==> config.mk <==
export PLATFORM = sky130hd
export DESIGN_NAME = branch_resolve_ctrl
export DESIGN_NICKNAME = d
export VERILOG_FILES = /design/src/rtl/branch_resolve_ctrl.sv
export SDC_FILE = /design/constraint.sdc
export NUM_CORES = 1
export LEC_CHECK = 0
export CAP_MARGIN = 25
export CORE_MARGIN = 2
export CORE_UTILIZATION = 35
export DETAILED_ROUTE_END_ITERATION = 8
export HOLD_SLACK_MARGIN = 0.1
export SLEW_MARGIN = 20
export SYNTH_ARGS = -nofsm -noshare
export SYNTH_HDL_FRONTEND = slang
export SYNTH_SLANG_ARGS = --single-unit
export TNS_END_PERCENT = 20
==> constraint.sdc <==
create_clock -name i_clk -period 9.2 [get_ports i_clk]
set_clock_uncertainty 0.15 [all_clocks]
set_input_delay 0.92 -clock i_clk [delete_from_list [all_inputs] [get_ports i_clk]]
set_output_delay 0.92 -clock i_clk [all_outputs]
set_load 0.01 [all_outputs]
==> src/rtl/branch_resolve_ctrl.sv <==
// Branch resolution controller: latches one branch, evaluates it for one cycle,
// optionally issues a one-cycle redirect, and trains a 16-entry 2-bit BHT.
module branch_resolve_ctrl (
    input  logic        i_clk,
    input  logic        i_reset,
    input  logic        i_valid,
    output logic        o_ready,
    input  logic [31:0] i_pc,
    input  logic [31:0] i_imm,
    input  logic [2:0]  i_funct3,
    input  logic [31:0] i_rs1Data,
    input  logic [31:0] i_rs2Data,
    input  logic        i_predTaken,
    input  logic        i_kill,
    input  logic [31:0] i_fetchPc,
    output logic        o_predTaken,
    output logic        o_valid,
    output logic        o_taken,
    output logic [31:0] o_target,
    output logic        o_mispredict,
    output logic        o_illegal,
    output logic        o_flush,
    output logic [31:0] o_redirectPc
);

    typedef enum logic [1:0] {IDLE, EVAL, REDIRECT} state_t;

    state_t      r_state;
    logic [31:0] r_pc;
    logic [31:0] r_imm;
    logic [2:0]  r_funct3;
    logic [31:0] r_rs1;
    logic [31:0] r_rs2;
    logic        r_pred;
    logic [1:0]  r_bht [16];

    logic [32:0] w_sdiff;
    logic [32:0] w_udiff;
    logic        w_cond;
    logic        w_legal;
    logic        w_taken;
    logic        w_mispredict;
    logic        w_eval;
    logic        w_redir;
    logic [31:0] w_target;
    logic [31:0] w_fallthru;
    logic [3:0]  w_idx;

    // The sign/zero-extended 33-bit difference gives the less-than result without overflow cases.
    assign w_sdiff    = {r_rs1[31], r_rs1} - {r_rs2[31], r_rs2};
    assign w_udiff    = {1'b0, r_rs1} - {1'b0, r_rs2};
    assign w_target   = r_pc + r_imm;
    assign w_fallthru = r_pc + 32'd4;
    assign w_idx      = r_pc[5:2];

    always_comb begin
        w_cond  = 1'b0;
        w_legal = 1'b1;
        case (r_funct3)
            3'b000:  w_cond = (r_rs1 == r_rs2);
            3'b001:  w_cond = (r_rs1 != r_rs2);
            3'b100:  w_cond = w_sdiff[32];
            3'b101:  w_cond = ~w_sdiff[32];
            3'b110:  w_cond = w_udiff[32];
            3'b111:  w_cond = ~w_udiff[32];
            default: w_legal = 1'b0;
        endcase
    end

    assign w_taken      = w_legal & w_cond;
    assign w_mispredict = w_legal & (w_taken ^ r_pred);
    assign w_eval       = (r_state == EVAL) & ~i_kill;
    assign w_redir      = (r_state == REDIRECT) & ~i_kill;

    assign o_ready      = (r_state == IDLE) & ~i_kill & ~i_reset;
    assign o_valid      = w_eval;
    assign o_taken      = w_eval & w_taken;
    assign o_mispredict = w_eval & w_mispredict;
    assign o_illegal    = w_eval & ~w_legal;
    assign o_target     = w_eval ? w_target : 32'd0;
    assign o_flush      = w_redir;
    assign o_redirectPc = w_redir ? (w_taken ? w_target : w_fallthru) : 32'd0;
    assign o_predTaken  = r_bht[i_fetchPc[5:2]][1];

    always_ff @(posedge i_clk or posedge i_reset) begin
        if (i_reset) begin
            r_state  <= IDLE;
            r_pc     <= 32'd0;
            r_imm    <= 32'd0;
            r_funct3 <= 3'd0;
            r_rs1    <= 32'd0;
            r_rs2    <= 32'd0;
            r_pred   <= 1'b0;
            for (int i = 0; i < 16; i++) r_bht[i] <= 2'b01;
        end else begin
            case (r_state)
                IDLE: begin
                    if (i_valid && !i_kill) begin
                        r_pc     <= i_pc;
                        r_imm    <= i_imm;
                        r_funct3 <= i_funct3;
                        r_rs1    <= i_rs1Data;
                        r_rs2    <= i_rs2Data;
                        r_pred   <= i_predTaken;
                        r_state  <= EVAL;
                    end
                end
                EVAL: begin
                    if (i_kill) begin
                        r_state <= IDLE;
                    end else begin
                        if (w_legal) begin
                            if (w_taken && r_bht[w_idx] != 2'b11)
                                r_bht[w_idx] <= r_bht[w_idx] + 2'd1;
                            else if (!w_taken && r_bht[w_idx] != 2'b00)
                                r_bht[w_idx] <= r_bht[w_idx] - 2'd1;
                        end
                        r_state <= w_mispredict ? REDIRECT : IDLE;
                    end
                end
                REDIRECT: r_state <= IDLE;
                default:  r_state <= IDLE;
            endcase
        end
    end

endmodule

# Word-level counts from Yosys, hierarchy flattened
# Index checks and enable logic that the tools add are counted.
# op_classes
addsub,6
magnitude_cmp,3
eq_ne,11
muxes,21
bitwise_logic,17
reduce_logical,13
# op_table
cell,n
two-way mux 32 bit,5
subtractor 32 x 32 -> 33 bit,2
bitwise mux 32 bit,2
"adder 32 x 3 -> 32 bit, second input constant",1
adder 32 bit,1
== test 32 bit,1
inequality test 32 bit,1
binary-select mux 2 bit (select 4 bit),2
two-way mux 2 bit,8
"== test 3 bit, second input constant",4
"greater-or-equal comparator 5 bit, second input constant",2
NOT 4 -> 5 bit,2
AND 1 bit,9
demux 2 bit (select 4 bit),1
one-hot mux 1 bit (6 select lines),1
OR reduction 6 bit,1
"less-than comparator 5 x 1 -> 1 bit, second input constant",1
NOT 1 bit,5
logical AND 1 bit,4
one-hot mux 2 bit (2 select lines),1
AND reduction 4 bit,1
nonzero test 2 bit,2
"== test 3 x 1 -> 1 bit, second input constant",1
zero test 3 bit,1
11 further kinds,12
# word_totals
ff_bits,166
inputBits,168
elab_cells,94

# Logic depth before layout (Yosys ltp)
# depth
word_depth,9
ltp_mapped,12
ltp_nobuf,11

# Least setup slack after synthesis
# OpenSTA, ideal clock, no wires.
# synth_timing
path_kind,register to output
from,reg r_rs1[7]
to,out o_redirectPc[18]
t_arrival_ns,2.843
required_ns,8.130
setup_slack_ns,5.287
path_stages_with_launch,11
path_buffers,1
path_cell_list,dfrtp_1 > ha_1 > a21oi_1 > o21a_1 > o22ai_1 > o31a_1 > or4_1 > a31oi_4 > buf_2 > mux2_2 > nor2_1
# synth_between
elab_chain_len,6
elab_cells_between_ends,10
# synth_lines
element,line,text
start: declaration,32,logic [31:0] r_rs1;
start signal: assignment,102,r_rs1 <= i_rs1Data;
"subtractor 32 x 32 -> 33 bit, on equally long branches","51, 50",
"NOT 1 bit, on equally long branches","65, 63",
one-hot mux 1 bit (6 select lines) (*),59,case (r_funct3)
AND 1 bit (*),70,assign w_taken = w_legal & w_cond;
two-way mux 32 bit (*) (2 in series),82,assign o_redirectPc = w_redir ? (w_taken ? w_target : w_fallthru) : 32'd0;
end: declaration,23,output logic [31:0] o_redirectPc
# Mark *: on every way between the ends. The rest lies on a longest branch, timed or not.

# Worst setup path after layout
# layout_timing
from,reg r_pc[0]
to,out o_redirectPc[30]
# layout_between
elab_chain_len,3
elab_cells_between_ends,4
# layout_lines
element,line,text
start: declaration,29,logic [31:0] r_pc;
start signal: assignment,99,r_pc <= i_pc;
adder 32 x 3 -> 32 bit / adder 32 bit (equally long branches),"53, 52",
two-way mux 32 bit (*) (2 in series),82,
# Marked as above.

==> key figures <==
Placed design
  – Place WS: 4.07 ns
  – DP HPWL: 20700 um
  – Routability cong.: 0.863
  – IO Port Bufs: 210

Setup path
  – Crit Path Class: flip-flop to output port
  – Slowest library cell on the worst path: clkdlybuf4s50_1
  – Startpoint types: flip-flop
  – Critical Path Max Stage Delay: roughly 0.53 ns
  – Data required time at the worst endpoint: about 8.1 ns
  – CP Capture Type: output port
  – WP buf/inv: 1
  – Worst-path cell chain: ha_1, fa_1, a21oi_1, o21ai_0, a21oi_1, o221ai_1, o21ai_0, a31oi_1, a221oi_1, nand4b_1, nand3_1, clkdlybuf4s50_1
  – Crit Path Max Fanout: 5
  – Delay-heaviest family, CP: compound AO/OA/AOI/OAI gates
  – Critical Path AT: about 4.6 ns

Cells and area
  – Nets: between 1000 and 1500
  – Syn-to-layout area delta: 30.7%
  – Fillers: 2708
  – Layout cells sized above 1: 0.179

GRT
  – Initial antenna violation count: 4
  – Total grt overflow: 0
  – First-pass GRT wire length: between 40000 and 50000 um
  – Largest net degree at the start of global routing: 100
  – Overall global routing resource usage: 0.182
  – Vias in the first global route: between 8000 and 9000

Clock network
  – Sink Count: between 150 and 200
  – Hold Buf Count CTS: 0
  – CTS clk-pin slew, worst paths: roughly 0.070 ns
  – Clk_lat worst skew: roughly 0.44 ns
  – Root Buffer: clkbuf_16
  – Post-cts resize count: 0
  – CTS H-tree lvls: 4
  – Total CTS buffers: 17
  – CTS tree: done
  – CTS max path bufs: 2
  – Post-CTS setup buffer count: 0

Yosys
  – Post-synth top area share: 0.367
  – Sequential fraction of the synthesis area: 0.408
  – Post-synth EDFFs: 0
  – Synthesized instance count: 987
  – Post-synth cell types: 56
  – Top-count cell post-synth: dfrtp_1
  – Yosys reg bits: around 170
  – Top cells by area, synth: dfrtp_1 37%, mux2_2 14%, ha_1 8.4%
  – Synth cell count leaders: 150 x dfrtp_1, 128 x mux2_2, 73 x nand2_1
  – Synthesized area: 0.0102 mm2
  – Leading area contributor after synthesis: dfrtp_1
  – Most used DFF post-synth: dfrtp_1
  – FFs w/ async S/R, synth: 1.00
  – Syn avg cell area: 10.4 um2
  – Ys Warns: 0
  – Post-Syn Nets: roughly 1200

STA
  – Rel. slew slack: 0.359
  – Worst setup margin: 3.53 ns
  – Post-Route Setup TNS: 0 ns
  – Final period util: 0.616
  – Period minus WS final: approximately 5.7 ns
  – Final hold vios: 0
  – RSZ-0062 raised after global routing: false
  – Final setup fails: 0
  – Fin Hold WS: 0.362 ns
  – Slew @ Worst Pin: roughly 0.96 ns
  – Fin. max-slew vios: 0
  – Fmax: 0.177 GHz

Floorplanning
  – Core Rows: between 60 and 70
  – Top Ports: approximately 240
  – Core box area: ~0.029 mm2
  – Die Area: ~0.03 mm2
  – Die Ht: approximately 170 um
  – Initial core utilization: 0.356
  – DIE WIDTH: between 150 and 200 um

Pwr
  – Total Power: around 3 mW
  – VDD IR max: approximately 0.11 mV
  – Pwr Density: ~230 mW/mm2
  – Static leakage: roughly 5.6 nW

Routing
  – Drt first pass iters: 4
  – Post-DR wirelength/cell: between 15 and 20 um
  – WL final: about 28000 um
  – Via count: slightly above 8000
  – Drt initial violations: 509
  – Drc violations: 0
  – DRT antenna net count: 0
  – Via density: 5.10

Job
  – Max Cap Viol: 0

Hold path
  – Worst min path class: flip-flop to flip-flop

Run status
  – Outcome: finished clean
registers in the layout, summed over array words and instances, names as in the netlist, named ones only:
signal    count
r_pred        1
r_state       2
r_rs1        32
r_funct3      3
r_pc         32
r_rs2        32
r_imm        32
r_bht        16
metal layers:
metal	share of wire	vias up	GRT usage	routed length, um
met5	0.00087	-	0	24
met4	0.012	4	0.0441	321
met3	0.078	25	0.0611	2140
met2	0.46	234	0.296	12800
met1	0.45	3882	0.235	12300
li1	-	3936	-	-
final timing paths:
check	to	slack, ns	startpoint	cells past startpoint
setup / recovery	o_redirectPc[30]	3.53	r_pc[0]	12
setup reg to reg	r_bht[19]	4.62	r_rs1[15]	11
hold reg to reg	r_imm[4]	0.36	r_imm[4]	1
min in group asynchronous	r_pc[31]	1.00	i_reset	2
hold / removal	r_imm[4]	0.36	r_imm[4]	1
max in group asynchronous	r_rs2[26]	6.47	i_reset	3
cells in the final DEF (no fill, tap or decap), types with 4 or more instances in the layout:
master and count:
a211oi_1 18, a21o_1 19, a21oi_1 51, a311oi_1 4, a31oi_1 5, and2_1 24, and3_1 13, and4_1 9
buf_4 12, clkbuf_16 17, clkdlybuf4s50_1 210, clkinv_4 4, clkinv_8 5, dfrtp_1 150, dfstp_2 16, ha_1 69
inv_1 51, inv_8 4, mux2_2 128, mux2i_1 7, mux4_2 14, nand2_1 73, nand3_1 22, nand4_1 25
nor2_1 63, nor2b_1 9, nor3_1 9, nor4_1 4, o21a_1 7, o21ai_0 55, or2_2 6, or4_1 4
xnor2_1 31, xor2_1 24
where the power goes:
part | switching [mW] | internal (mW)
Combinational | 0.698 | 0.606
Sequential | 0.128 | 0.909
Clock | 0.358 | 0.368
Total | 1.18 | 1.88
worst register-to-register path: cells and delay by family (launching register included):
| family | cells | cell delay (ns) |
|---|---|---|
| AND/OR/NAND/NOR | 4 | 1.25 |
| flip-flops | 1 | 0.39 |
| adder cells (fa/ha/maj) | 1 | 0.33 |
| buffers and inverters | 1 | 0.58 |
| AO/OA/AOI/OAI | 3 | 0.60 |
| multiplexers | 2 | 1.13 |
layout make-up:
cell class              instances  area [um2]  area share
diodes                          2        5.00    0.000375
clock buffers                  17         425      0.0319
flip-flops and latches        166        4170       0.313
inverters                      52         200      0.0150
well taps                     384         480      0.0360
multi-input cells             727        5700       0.427
repair buffers                222        2190       0.164
clock inverters                15         179      0.0134
through the flow:
step	instances	cell area (um2)	utilization
floorplan	987	10200	-
global placement	1551	12700	0.444
detailed placement	1551	12700	0.444
CTS	1583	13300	0.465
global route	1583	13400	0.465
finish	1585	13400	0.465
cells by family after synthesis:
| group | Yosys count | share of synthesized area |
|---|---|---|
| flip-flops | 166 | 0.408 |
| XOR/XNOR | 56 | 0.0480 |
| AO/OA/AOI/OAI | 182 | 0.110 |
| buffers and inverters | 94 | 0.0355 |
| AND/OR/NAND/NOR | 268 | 0.131 |
| multiplexers | 151 | 0.181 |
| adder cells (fa/ha/maj) | 70 | 0.0864 |
Power figures use the tool's default switching activity.
